--- src/rtl/spi_top_core_if.sv ---
// SPI pin bundle between an external mode-0 SPI master and spi_top_core.
//   spi_sclk, spi_cs, spi_sdi0..3 : driven by the master
//   spi_mode, spi_sdo0..3         : driven by the core
interface spi_top_core_if;
   logic       spi_sclk;
   logic       spi_cs;
   logic [1:0] spi_mode;
   logic       spi_sdi0;
   logic       spi_sdi1;
   logic       spi_sdi2;
   logic       spi_sdi3;
   logic       spi_sdo0;
   logic       spi_sdo1;
   logic       spi_sdo2;
   logic       spi_sdo3;

   modport master (
      output spi_sclk, spi_cs, spi_sdi0, spi_sdi1, spi_sdi2, spi_sdi3,
      input  spi_mode, spi_sdo0, spi_sdo1, spi_sdo2, spi_sdo3
   );

   modport slave (
      input  spi_sclk, spi_cs, spi_sdi0, spi_sdi1, spi_sdi2, spi_sdi3,
      output spi_mode, spi_sdo0, spi_sdo1, spi_sdo2, spi_sdo3
   );
endinterface

--- src/rtl/spi_top_core.sv ---
// SPI-controlled configuration core. An external mode-0 SPI master reads and
// writes three 32-bit registers and a small word memory; reg2 drives gpio_o.
// SPI pins are oversampled on clk_i.
//   clk_i, rst_i         : system clock, async active-high reset
//   fetch_enable_i       : status, reg0 read bit 0
//   en_ifetch_i          : status, reg0 read bit 1
//   spi                  : SPI pin bundle (slave side)
//   gpio_o               : mirror of reg2
module spi_top_core #(
   parameter int unsigned MEM_WORDS  = 16,
   parameter logic [31:0] REG1_RESET = 32'd32
) (
   input  logic           clk_i,
   input  logic           rst_i,
   input  logic           fetch_enable_i,
   input  logic           en_ifetch_i,
   spi_top_core_if.slave  spi,
   output logic [31:0]    gpio_o
);

   localparam int unsigned DW = 32;
   localparam int unsigned AW = $clog2(MEM_WORDS);
   localparam int unsigned CW = 8;

   typedef enum logic [2:0] {
      S_IDLE, S_CMD, S_ADDR, S_DUMMY, S_WDATA, S_RDATA, S_IGNORE
   } state_t;

   typedef enum logic [1:0] {T_REG0, T_REG1, T_REG2, T_MEM} tgt_t;

   state_t          state, state_n;
   logic [CW-1:0]   cnt, cnt_n;
   logic [DW-1:0]   sin, sin_n;
   logic [DW-1:0]   sout, sout_n;
   logic            sdo, sdo_n;
   tgt_t            tgt, tgt_n;
   logic            mem_rd, mem_rd_n;
   logic [AW-1:0]   idx, idx_n;
   logic            wr_en, wr_en_n;

   logic [DW-1:0]   reg0, reg1, reg2;
   logic [DW-1:0]   mem [MEM_WORDS];

   logic [1:0]      sclk_q, cs_q, sdi_q;
   logic            sclk_d, cs_d;
   logic            sclk_s, cs_s, sdi_s;
   logic            sclk_rise, sclk_fall, cs_fall;
   logic [CW-1:0]   cmd_word;
   logic [DW-1:0]   data_word;
   logic            unused_sig;

   assign spi.spi_mode = 2'b00;
   assign spi.spi_sdo0 = sdo;
   assign spi.spi_sdo1 = 1'b0;
   assign spi.spi_sdo2 = 1'b0;
   assign spi.spi_sdo3 = 1'b0;
   assign gpio_o       = reg2;

   assign unused_sig = ^{spi.spi_sdi1, spi.spi_sdi2, spi.spi_sdi3, reg0[1:0]};

   // Two-flop synchronizers plus one delay stage for edge detection.
   // cs resets high so leaving reset never looks like a cs fall.
   always_ff @(posedge clk_i or posedge rst_i) begin
      if (rst_i) begin
         sclk_q <= 2'b00;
         cs_q   <= 2'b11;
         sdi_q  <= 2'b00;
         sclk_d <= 1'b0;
         cs_d   <= 1'b1;
      end else begin
         sclk_q <= {sclk_q[0], spi.spi_sclk};
         cs_q   <= {cs_q[0], spi.spi_cs};
         sdi_q  <= {sdi_q[0], spi.spi_sdi0};
         sclk_d <= sclk_q[1];
         cs_d   <= cs_q[1];
      end
   end

   assign sclk_s    = sclk_q[1];
   assign cs_s      = cs_q[1];
   assign sdi_s     = sdi_q[1];
   assign sclk_rise = sclk_s & ~sclk_d;
   assign sclk_fall = ~sclk_s & sclk_d;
   assign cs_fall   = ~cs_s & cs_d;

   // Shift register contents including the bit being captured this cycle.
   assign cmd_word  = {sin[CW-2:0], sdi_s};
   assign data_word = {sin[DW-2:0], sdi_s};

   // State register.
   always_ff @(posedge clk_i or posedge rst_i) begin
      if (rst_i) state <= S_IDLE;
      else       state <= state_n;
   end

   // Transaction datapath registers.
   always_ff @(posedge clk_i or posedge rst_i) begin
      if (rst_i) begin
         cnt    <= '0;
         sin    <= '0;
         sout   <= '0;
         sdo    <= 1'b0;
         tgt    <= T_REG0;
         mem_rd <= 1'b0;
         idx    <= '0;
         wr_en  <= 1'b0;
      end else begin
         cnt    <= cnt_n;
         sin    <= sin_n;
         sout   <= sout_n;
         sdo    <= sdo_n;
         tgt    <= tgt_n;
         mem_rd <= mem_rd_n;
         idx    <= idx_n;
         wr_en  <= wr_en_n;
      end
   end

   // Next-state and datapath decode.
   always_comb begin
      state_n  = state;
      cnt_n    = cnt;
      sin_n    = sin;
      sout_n   = sout;
      sdo_n    = sdo;
      tgt_n    = tgt;
      mem_rd_n = mem_rd;
      idx_n    = idx;
      wr_en_n  = 1'b0;

      if (cs_s) begin
         state_n = S_IDLE;
         sdo_n   = 1'b0;
      end else if (cs_fall) begin
         state_n = S_CMD;
         cnt_n   = '0;
         sdo_n   = 1'b0;
      end else begin
         if (sclk_rise) begin
            cnt_n = cnt + CW'(1);
            if (state inside {S_CMD, S_ADDR, S_WDATA}) sin_n = data_word;
         end

         case (state)
            S_CMD: begin
               if (sclk_rise && cnt == CW'(7)) begin
                  cnt_n = '0;
                  case (cmd_word)
                     8'h01: begin state_n = S_WDATA; tgt_n = T_REG0; end
                     8'h11: begin state_n = S_WDATA; tgt_n = T_REG1; end
                     8'h20: begin state_n = S_WDATA; tgt_n = T_REG2; end
                     8'h05: begin
                        state_n = S_RDATA;
                        sout_n  = {reg0[DW-1:2], en_ifetch_i, fetch_enable_i};
                     end
                     8'h07: begin state_n = S_RDATA; sout_n = reg1; end
                     8'h21: begin state_n = S_RDATA; sout_n = reg2; end
                     8'h02: begin state_n = S_ADDR; mem_rd_n = 1'b0; end
                     8'h0B: begin state_n = S_ADDR; mem_rd_n = 1'b1; end
                     default: state_n = S_IGNORE;
                  endcase
               end
            end

            S_ADDR: begin
               if (sclk_rise && cnt == CW'(DW - 1)) begin
                  cnt_n = '0;
                  idx_n = data_word[2 +: AW];
                  if (!mem_rd) begin
                     state_n = S_WDATA;
                     tgt_n   = T_MEM;
                  end else if (reg1[CW-1:0] == '0) begin
                     state_n = S_RDATA;
                     sout_n  = mem[data_word[2 +: AW]];
                  end else begin
                     state_n = S_DUMMY;
                  end
               end
            end

            S_DUMMY: begin
               if (sclk_rise && cnt == reg1[CW-1:0] - CW'(1)) begin
                  cnt_n   = '0;
                  state_n = S_RDATA;
                  sout_n  = mem[idx];
               end
            end

            S_WDATA: begin
               // Commit is issued one cycle after the last data bit lands.
               if (sclk_rise && cnt == CW'(DW - 1)) begin
                  wr_en_n = 1'b1;
                  state_n = S_IGNORE;
               end
            end

            S_RDATA: begin
               if (sclk_fall) begin
                  sdo_n  = sout[DW-1];
                  sout_n = {sout[DW-2:0], 1'b0};
               end
               if (sclk_rise && cnt == CW'(DW - 1)) begin
                  state_n = S_IGNORE;
                  sdo_n   = 1'b0;
               end
            end

            default: sdo_n = 1'b0;
         endcase
      end
   end

   // Configuration registers and memory.
   always_ff @(posedge clk_i or posedge rst_i) begin
      if (rst_i) begin
         reg0 <= '0;
         reg1 <= REG1_RESET;
         reg2 <= '0;
         for (int i = 0; i < int'(MEM_WORDS); i++) mem[i] <= '0;
      end else if (wr_en) begin
         case (tgt)
            T_REG0:  reg0     <= sin;
            T_REG1:  reg1     <= sin;
            T_REG2:  reg2     <= sin;
            default: mem[idx] <= sin;
         endcase
      end
   end

endmodule

--- src/flat_wrapper.sv ---
// flat-port wrapper written by rule: the top's interface ports become plain ports
module spi_top_core_flat 
#(
   parameter int unsigned MEM_WORDS  = 16,
   parameter logic [31:0] REG1_RESET = 32'd32
)
  (clk_i, rst_i, fetch_enable_i, en_ifetch_i, gpio_o, spi_spi_sclk, spi_spi_cs, spi_spi_sdi0, spi_spi_sdi1, spi_spi_sdi2, spi_spi_sdi3, spi_spi_mode, spi_spi_sdo0, spi_spi_sdo1, spi_spi_sdo2, spi_spi_sdo3);
  spi_top_core_if spi_i ();
  input  logic clk_i;
  input  logic rst_i;
  input  logic fetch_enable_i;
  input  logic en_ifetch_i;
  output logic [31:0] gpio_o;
  input wire logic [$bits(spi_i.spi_sclk)-1:0] spi_spi_sclk;
  input wire logic [$bits(spi_i.spi_cs)-1:0] spi_spi_cs;
  input wire logic [$bits(spi_i.spi_sdi0)-1:0] spi_spi_sdi0;
  input wire logic [$bits(spi_i.spi_sdi1)-1:0] spi_spi_sdi1;
  input wire logic [$bits(spi_i.spi_sdi2)-1:0] spi_spi_sdi2;
  input wire logic [$bits(spi_i.spi_sdi3)-1:0] spi_spi_sdi3;
  output wire logic [$bits(spi_i.spi_mode)-1:0] spi_spi_mode;
  output wire logic [$bits(spi_i.spi_sdo0)-1:0] spi_spi_sdo0;
  output wire logic [$bits(spi_i.spi_sdo1)-1:0] spi_spi_sdo1;
  output wire logic [$bits(spi_i.spi_sdo2)-1:0] spi_spi_sdo2;
  output wire logic [$bits(spi_i.spi_sdo3)-1:0] spi_spi_sdo3;
  assign spi_i.spi_sclk = spi_spi_sclk;
  assign spi_i.spi_cs = spi_spi_cs;
  assign spi_i.spi_sdi0 = spi_spi_sdi0;
  assign spi_i.spi_sdi1 = spi_spi_sdi1;
  assign spi_i.spi_sdi2 = spi_spi_sdi2;
  assign spi_i.spi_sdi3 = spi_spi_sdi3;
  assign spi_spi_mode = spi_i.spi_mode;
  assign spi_spi_sdo0 = spi_i.spi_sdo0;
  assign spi_spi_sdo1 = spi_i.spi_sdo1;
  assign spi_spi_sdo2 = spi_i.spi_sdo2;
  assign spi_spi_sdo3 = spi_i.spi_sdo3;
  spi_top_core #(.MEM_WORDS(MEM_WORDS), .REG1_RESET(REG1_RESET)) u_core (.clk_i(clk_i), .rst_i(rst_i), .fetch_enable_i(fetch_enable_i), .en_ifetch_i(en_ifetch_i), .spi(spi_i), .gpio_o(gpio_o));
endmodule
--- config.mk ---
export PLATFORM = sky130hd
export DESIGN_NAME = spi_top_core_flat
export DESIGN_NICKNAME = d
export VERILOG_FILES = /design/src/rtl/spi_top_core_if.sv /design/src/rtl/spi_top_core.sv /design/src/flat_wrapper.sv
export SDC_FILE = /design/constraint.sdc
export NUM_CORES = 2
export LEC_CHECK = 0
export ABC_AREA = 0
export CELL_PAD_IN_SITES_DETAIL_PLACEMENT = 2
export CELL_PAD_IN_SITES_GLOBAL_PLACEMENT = 2
export CORE_MARGIN = 2
export CORE_UTILIZATION = 52
export CTS_BUF_LIST = sky130_fd_sc_hd__clkbuf_8
export DETAILED_ROUTE_END_ITERATION = 7
export GPL_ROUTABILITY_DRIVEN = 1
export GPL_TIMING_DRIVEN = 0
export MAX_ROUTING_LAYER = met4
export PLACE_DENSITY_LB_ADDON = 0.1
export SYNTH_ARGS = -nofsm -noshare
export SYNTH_HDL_FRONTEND = slang
export SYNTH_SLANG_ARGS = --single-unit
--- constraint.sdc ---
create_clock -name clk_i -period 42.7 [get_ports clk_i]
set_input_delay 4.27 -clock clk_i [delete_from_list [all_inputs] [get_ports clk_i]]
set_output_delay 4.27 -clock clk_i [all_outputs]
set_load 0.05 [all_outputs]
# [After elaboration in Yosys (flattened, before gate mapping)]
# Index checks and enable logic that the tools add are counted.
# Widths: inputs -> output; s select.
[classes] add_sub_neg=2 magnitude_cmp=3 eq_ne=33 n_mux=48 bitwise_logic=10 n_reduce_logical=28
[ops] cell="$bwmux 512" n=1
[ops] cell="$mux 32" n=11
[ops] cell="$bmux 32 s4" n=2
[ops] cell="$demux 32 s4" n=1
[ops] cell="$pmux 32 s4" n=1
[ops] cell="$pmux 32 s3" n=1
[ops] cell="$mux 8" n=5
[ops] cell="$eq 8x3->1 const B" n=3
[ops] cell="$mux 3" n=8
[ops] cell="$pmux 8 s3" n=1
[ops] cell="$eq 8x5->1 const B" n=2
[ops] cell="$eq 8x6->1 const B" n=2
[ops] cell="$pmux 3 s4" n=1
[ops] cell="$ge 5x5->1 const B" n=2
[ops] cell="$not 4->5" n=2
[ops] cell="$reduce_and 10->1" n=1
[ops] cell="$reduce_and 2->1" n=5
[ops] cell="$reduce_and 5->1" n=2
[ops] cell="$pmux 3 s3" n=1
[ops] cell="$reduce_or 3->1" n=3
[ops] cell="$add 8x1->8 const B" n=1
[ops] cell="$eq 8x1->1 const B" n=1
[ops] cell="$eq 8x2->1 const B" n=1
[ops] cell="$eq 8x4->1 const B" n=1
[ops] cell="33 further kinds" n=65
[totals] reg_bits=700 inputBits=10 output_inout_bits=38 elab_cells=157

# [Longest topological paths before layout]
[depth] ltp_word=8 ltp_mapped=11

# [Worst setup path after synthesis]
# No wires, ideal clock.
[synth_path] path_type="input port to flip-flop" from="in en_ifetch_i" to="reg u_core.sout[1]" setup_time_ns=0.128 arrival_time_ns=4.884 t_required_ns=42.572 path_slack_ns=37.688 path_stages=4 n_path_buf=0 path_cell_list="a222oi_1 o221ai_1 a21oi_1 a31oi_1"
[synth_between] elab_chain_len=3
[synth_lines] item="start, declared" line="flat_wrapper.sv:12" source="input logic en_ifetch_i;"
[synth_lines] item="$pmux 32 s3" line="spi_top_core.sv:148" source="case (cmd_word)"
[synth_lines] item="$mux 32" line="spi_top_core.sv:146" source="if (sclk_rise && cnt == CW'(7)) begin"
[synth_lines] item="$pmux 32 s4" line="spi_top_core.sv:144" source="case (state)"
[synth_lines] item="end signal, assigned" line="spi_top_core.sv:110" source="sout <= sout_n;"
[synth_lines] item="end, declared" line="spi_top_core.sv:34" source="logic [DW-1:0] sout, sout_n;"
# Every way passes these cells. The select of a mux whose other input is x is not followed.
# A chain may end at the register's enable or synchronous reset.

# [Final worst setup path]
[layout_path] from="reg u_core.reg2[25], in the netlist u_core.gpio_o[25]" to="out gpio_o[25]"
[layout_rtl] item="start, declared" line="spi_top_core.sv:41" source="logic [DW-1:0] reg0, reg1, reg2;"
[layout_rtl] item="start signal, assigned" line="spi_top_core.sv:224" source="T_REG2: reg2 <= sin;"
[layout_rtl] item="end, declared" line="flat_wrapper.sv:13" source="output logic [31:0] gpio_o;"
# No word-level cell between the ends.

==> flow_summary_export.csv <==
group,metric,value,unit
clocking,cts_resized,0,
setup_path,crit_required,38430,ps
clocking,clockBufferDepth,3,
timing,max_slew_margin,-7.04,%
setup_path,crit_arrival,2240,ps
timing,skew,40.7,ps
timing,setup_slack,36190,ps
floorplan,die_area,70500,µm²
pwr,peakVddDrop,28.4,µV
synth,synth-compound-area-share,4.14,%
route,drt_iter0_markers,4028,
global_routing,gr-total-overflow,0,
min_path,min_path_type,"register to register",
route,viasPerCell,7.77,
timing,tightest_slew,1610,ps
setup_path,reg2reg_depth,6,
global_routing,grt_pass1_vias,29900,
final_layout,final_util,59.0,%
timing,rsz0062_at_grt,"false",
synth,syn_area_per_cell,14.8,µm²
min_path,worst_hold_path.num_cells,0,
job,drv_cap,2,
setup_path,crit_type,"register to output port",
setup_path,cp_slowest_cell,"clkdlybuf4s50_1",
synth,synth_edf_count,0,
setup_path,crit_path_start,"u_core.gpio_o[25]",
timing,setup_tns,0,ps
route,detail-route-antenna-nets,0,
synth,muxShareOfSynthArea,39.5,%
timing,fin_hold_ws,356,ps
clocking,tritoncts.num_buffers,118,
final_layout,most-common-layout-cells,"dfrtp_1 (694), mux2_2 (641), mux4_2 (288)",
pwr,p_leak,0.0180,µW
setup_path,r2r-start,"u_core.idx[0]",
synth,yosys.area_share.simple,3.68,%
global_routing,grtUsageTotal,46.6,%
floorplan,start_util,52.7,%
setup_path,rrSetupSlack,38320,ps
synth,yosys_warnings,0,
setup_path,worst-path-buf-inv,1,
clocking,cts_num_sinks,698,
floorplan,die_y,266,µm
global_routing,antenna_found_initial,5,
synth,syn_inst,2411,
route,route.detailed.drc,0,
synth,synth_top_family_by_area,"multiplexers",
route,wl_per_cell,46.6,µm
floorplan,pin_count,48,
pwr,p_total,1460,µW
synth,netlist_area,35600,µm²
floorplan,num_rows,95,
final_layout,num-nets-final,2593,
route,first_pass_iters,6,
synth,ys_seq_elements,698,
setup_path,cp_cell_sequence,"clkdlybuf4s50_1",
synth,synth_cell_type_count,68,
setup_path,cpPeakStageDelay,880,ps
synth,synth_top_flop_cell,"dfrtp_1",
final_layout,nFillCells,5810,
timing,final_max_slew_viol_count,11,
place,hpwl,93900,µm
synth,synth-adder-area-share,0.105,%
timing,finalSetupViolations,0,
setup_path,cp-start-kind,"register",
pwr,p_per_area,36.7,nW/µm²
timing,hold_viol_final,0,
clocking,clk_latency,800,ps
clocking,cts_setup_buffers,0,
synth,seq_area_frac_synth,49.1,%
setup_path,crit_fanout,5,
global_routing,grt_pass1_wl,226000,µm
place,io_buffers,39,
global_routing,grt_max_degree,136,
timing,period_minus_slack,6510,ps
setup_path,worstSetupEndpoint,"gpio_o[25]",
setup_path,critPathTopFamily,"buffers and inverters",
clocking,htree_levels,3,
timing,fin_crit_sh,15.3,%
outcome,failed_checks,"capacitance limit, slew limit",
floorplan,fp.coreArea,67500,µm²
clocking,tritoncts,"yes",
clocking,cts.clk_slew.worst_paths,70,ps
setup_path,cp-end-kind,"output port",
route,wl,166000,µm
setup_path,path_depth,1,
clocking,holdBufCountCts,0,
final_layout,final_common_cell,"dfrtp_1",
synth,synth_xor_area_share,0.295,%
route,dr_total_vias,27700,
final_layout,synthToLayoutAreaGrowth,12.0,%
clocking,cts-root-buf,"clkbuf_8",
synth,synthArstFlopShare,100,%
place,gp_congestion,0.904,
floorplan,die-width,266,µm
setup_path,reg2reg_to,"u_core.mem[217]",
outcome,status,"complete, but fails checks",
timing,max_freq,154,MHz
place,dp_slack,36050,ps
final_layout,drive_gt1_share,45.3,%
where the power goes:
| group | total [µW] | leakage (µW) | switching [µW] | internal [µW] |
|---|---|---|---|---|
| registers | 683 | 0.00966 | 12.0 | 671 |
| clock network | 690 | 0.00149 | 334 | 356 |
| logic | 89.1 | 0.00685 | 64.8 | 24.3 |
| total | 1460 | 0.0180 | 411 | 1050 |
per-stage QoR:
step | cell area, µm² | instances
6_report | 39900 | 3566
5_1_grt | 39900 | 3566
4_1_cts | 39800 | 3555
3_5_place_dp | 37200 | 3332
3_3_place_gp | 37100 | 3327
2_1_floorplan | 35600 | 2415
Yosys cell counts (all sizes together), types with 10 or more instances:
library cell	n	share of area, %
mux4	288	18
nor2	94	1.0
dfrtp	694	49
a31oi	10	0.18
mux2i	35	0.98
a21oi	41	0.58
mux2	641	20
buf	145	2.0
o21ai	37	0.52
nand2	58	0.62
a222oi	32	0.90
o211ai	29	0.61
nor3	42	0.63
nand3	10	0.14
a22oi	31	0.65
clkbuf	105	1.1
how the worst min path moves through the flow:
stage	from	end	slack (ps)
after floorplan	u_core.sclk_q[0]	u_core.sclk_q[1]	330
after global placement	u_core.sdi_q[0]	u_core.sdi_q[1]	340
after detailed placement	u_core.sclk_q[0]	u_core.sclk_q[1]	340
after CTS	u_core.sclk_q[0]	u_core.sclk_q[1]	360
after global routing	u_core.cs_q[0]	u_core.cs_q[1]	360
final	u_core.sclk_q[0]	u_core.sclk_q[1]	360
logic make-up (layout without fill, tap and decap cells):
| kind of cell | count (synthesis) | in the layout |
|---|---|---|
| other cells | 1 | 15 |
| simple gates | 266 | 266 |
| xor+xnor | 12 | 12 |
| mux | 964 | 964 |
| buf+inv | 259 | 527 |
| compound gates | 208 | 208 |
| flops | 698 | 698 |
| fa+ha+maj | 3 | 3 |
layout make-up:
| type | count | area, µm² | share of cell area [%] |
|---|---|---|---|
| antenna | 10 | 25.0 | 0.0628 |
| clock buffer | 163 | 2240 | 5.63 |
| buffer | 250 | 1100 | 2.77 |
| tap | 873 | 1090 | 2.74 |
| sequential | 698 | 17500 | 43.8 |
| clock inverter | 60 | 333 | 0.835 |
| timing repair buffer | 45 | 543 | 1.36 |
| inverter | 9 | 41.3 | 0.104 |
| multi-input combinational | 1458 | 17000 | 42.7 |
state kept, by name, summed over array words and instances (netlist names), 3 cells and up:
register,flops
u_core.sin,32
u_core.state,3
u_core.idx,4
u_core.mem,512
u_core.cnt,8
u_core.reg0,30
u_core.sout,32
u_core.gpio_o,32
u_core.reg1,32
metal layers:
layer  GRT usage (%)  vias to the layer above  routed length [µm]  part of all wire, %
met2            69.6                     2434               74800                   45
met5               -                        -                   0                    0
met3            12.5                     1011               18000                   11
met1            55.7                    14700               58700                   35
met4            31.7                        0               14800                  8.9
li1                -                     9611                   -                    -
Note: power is estimated with default switching activity, not from simulation.
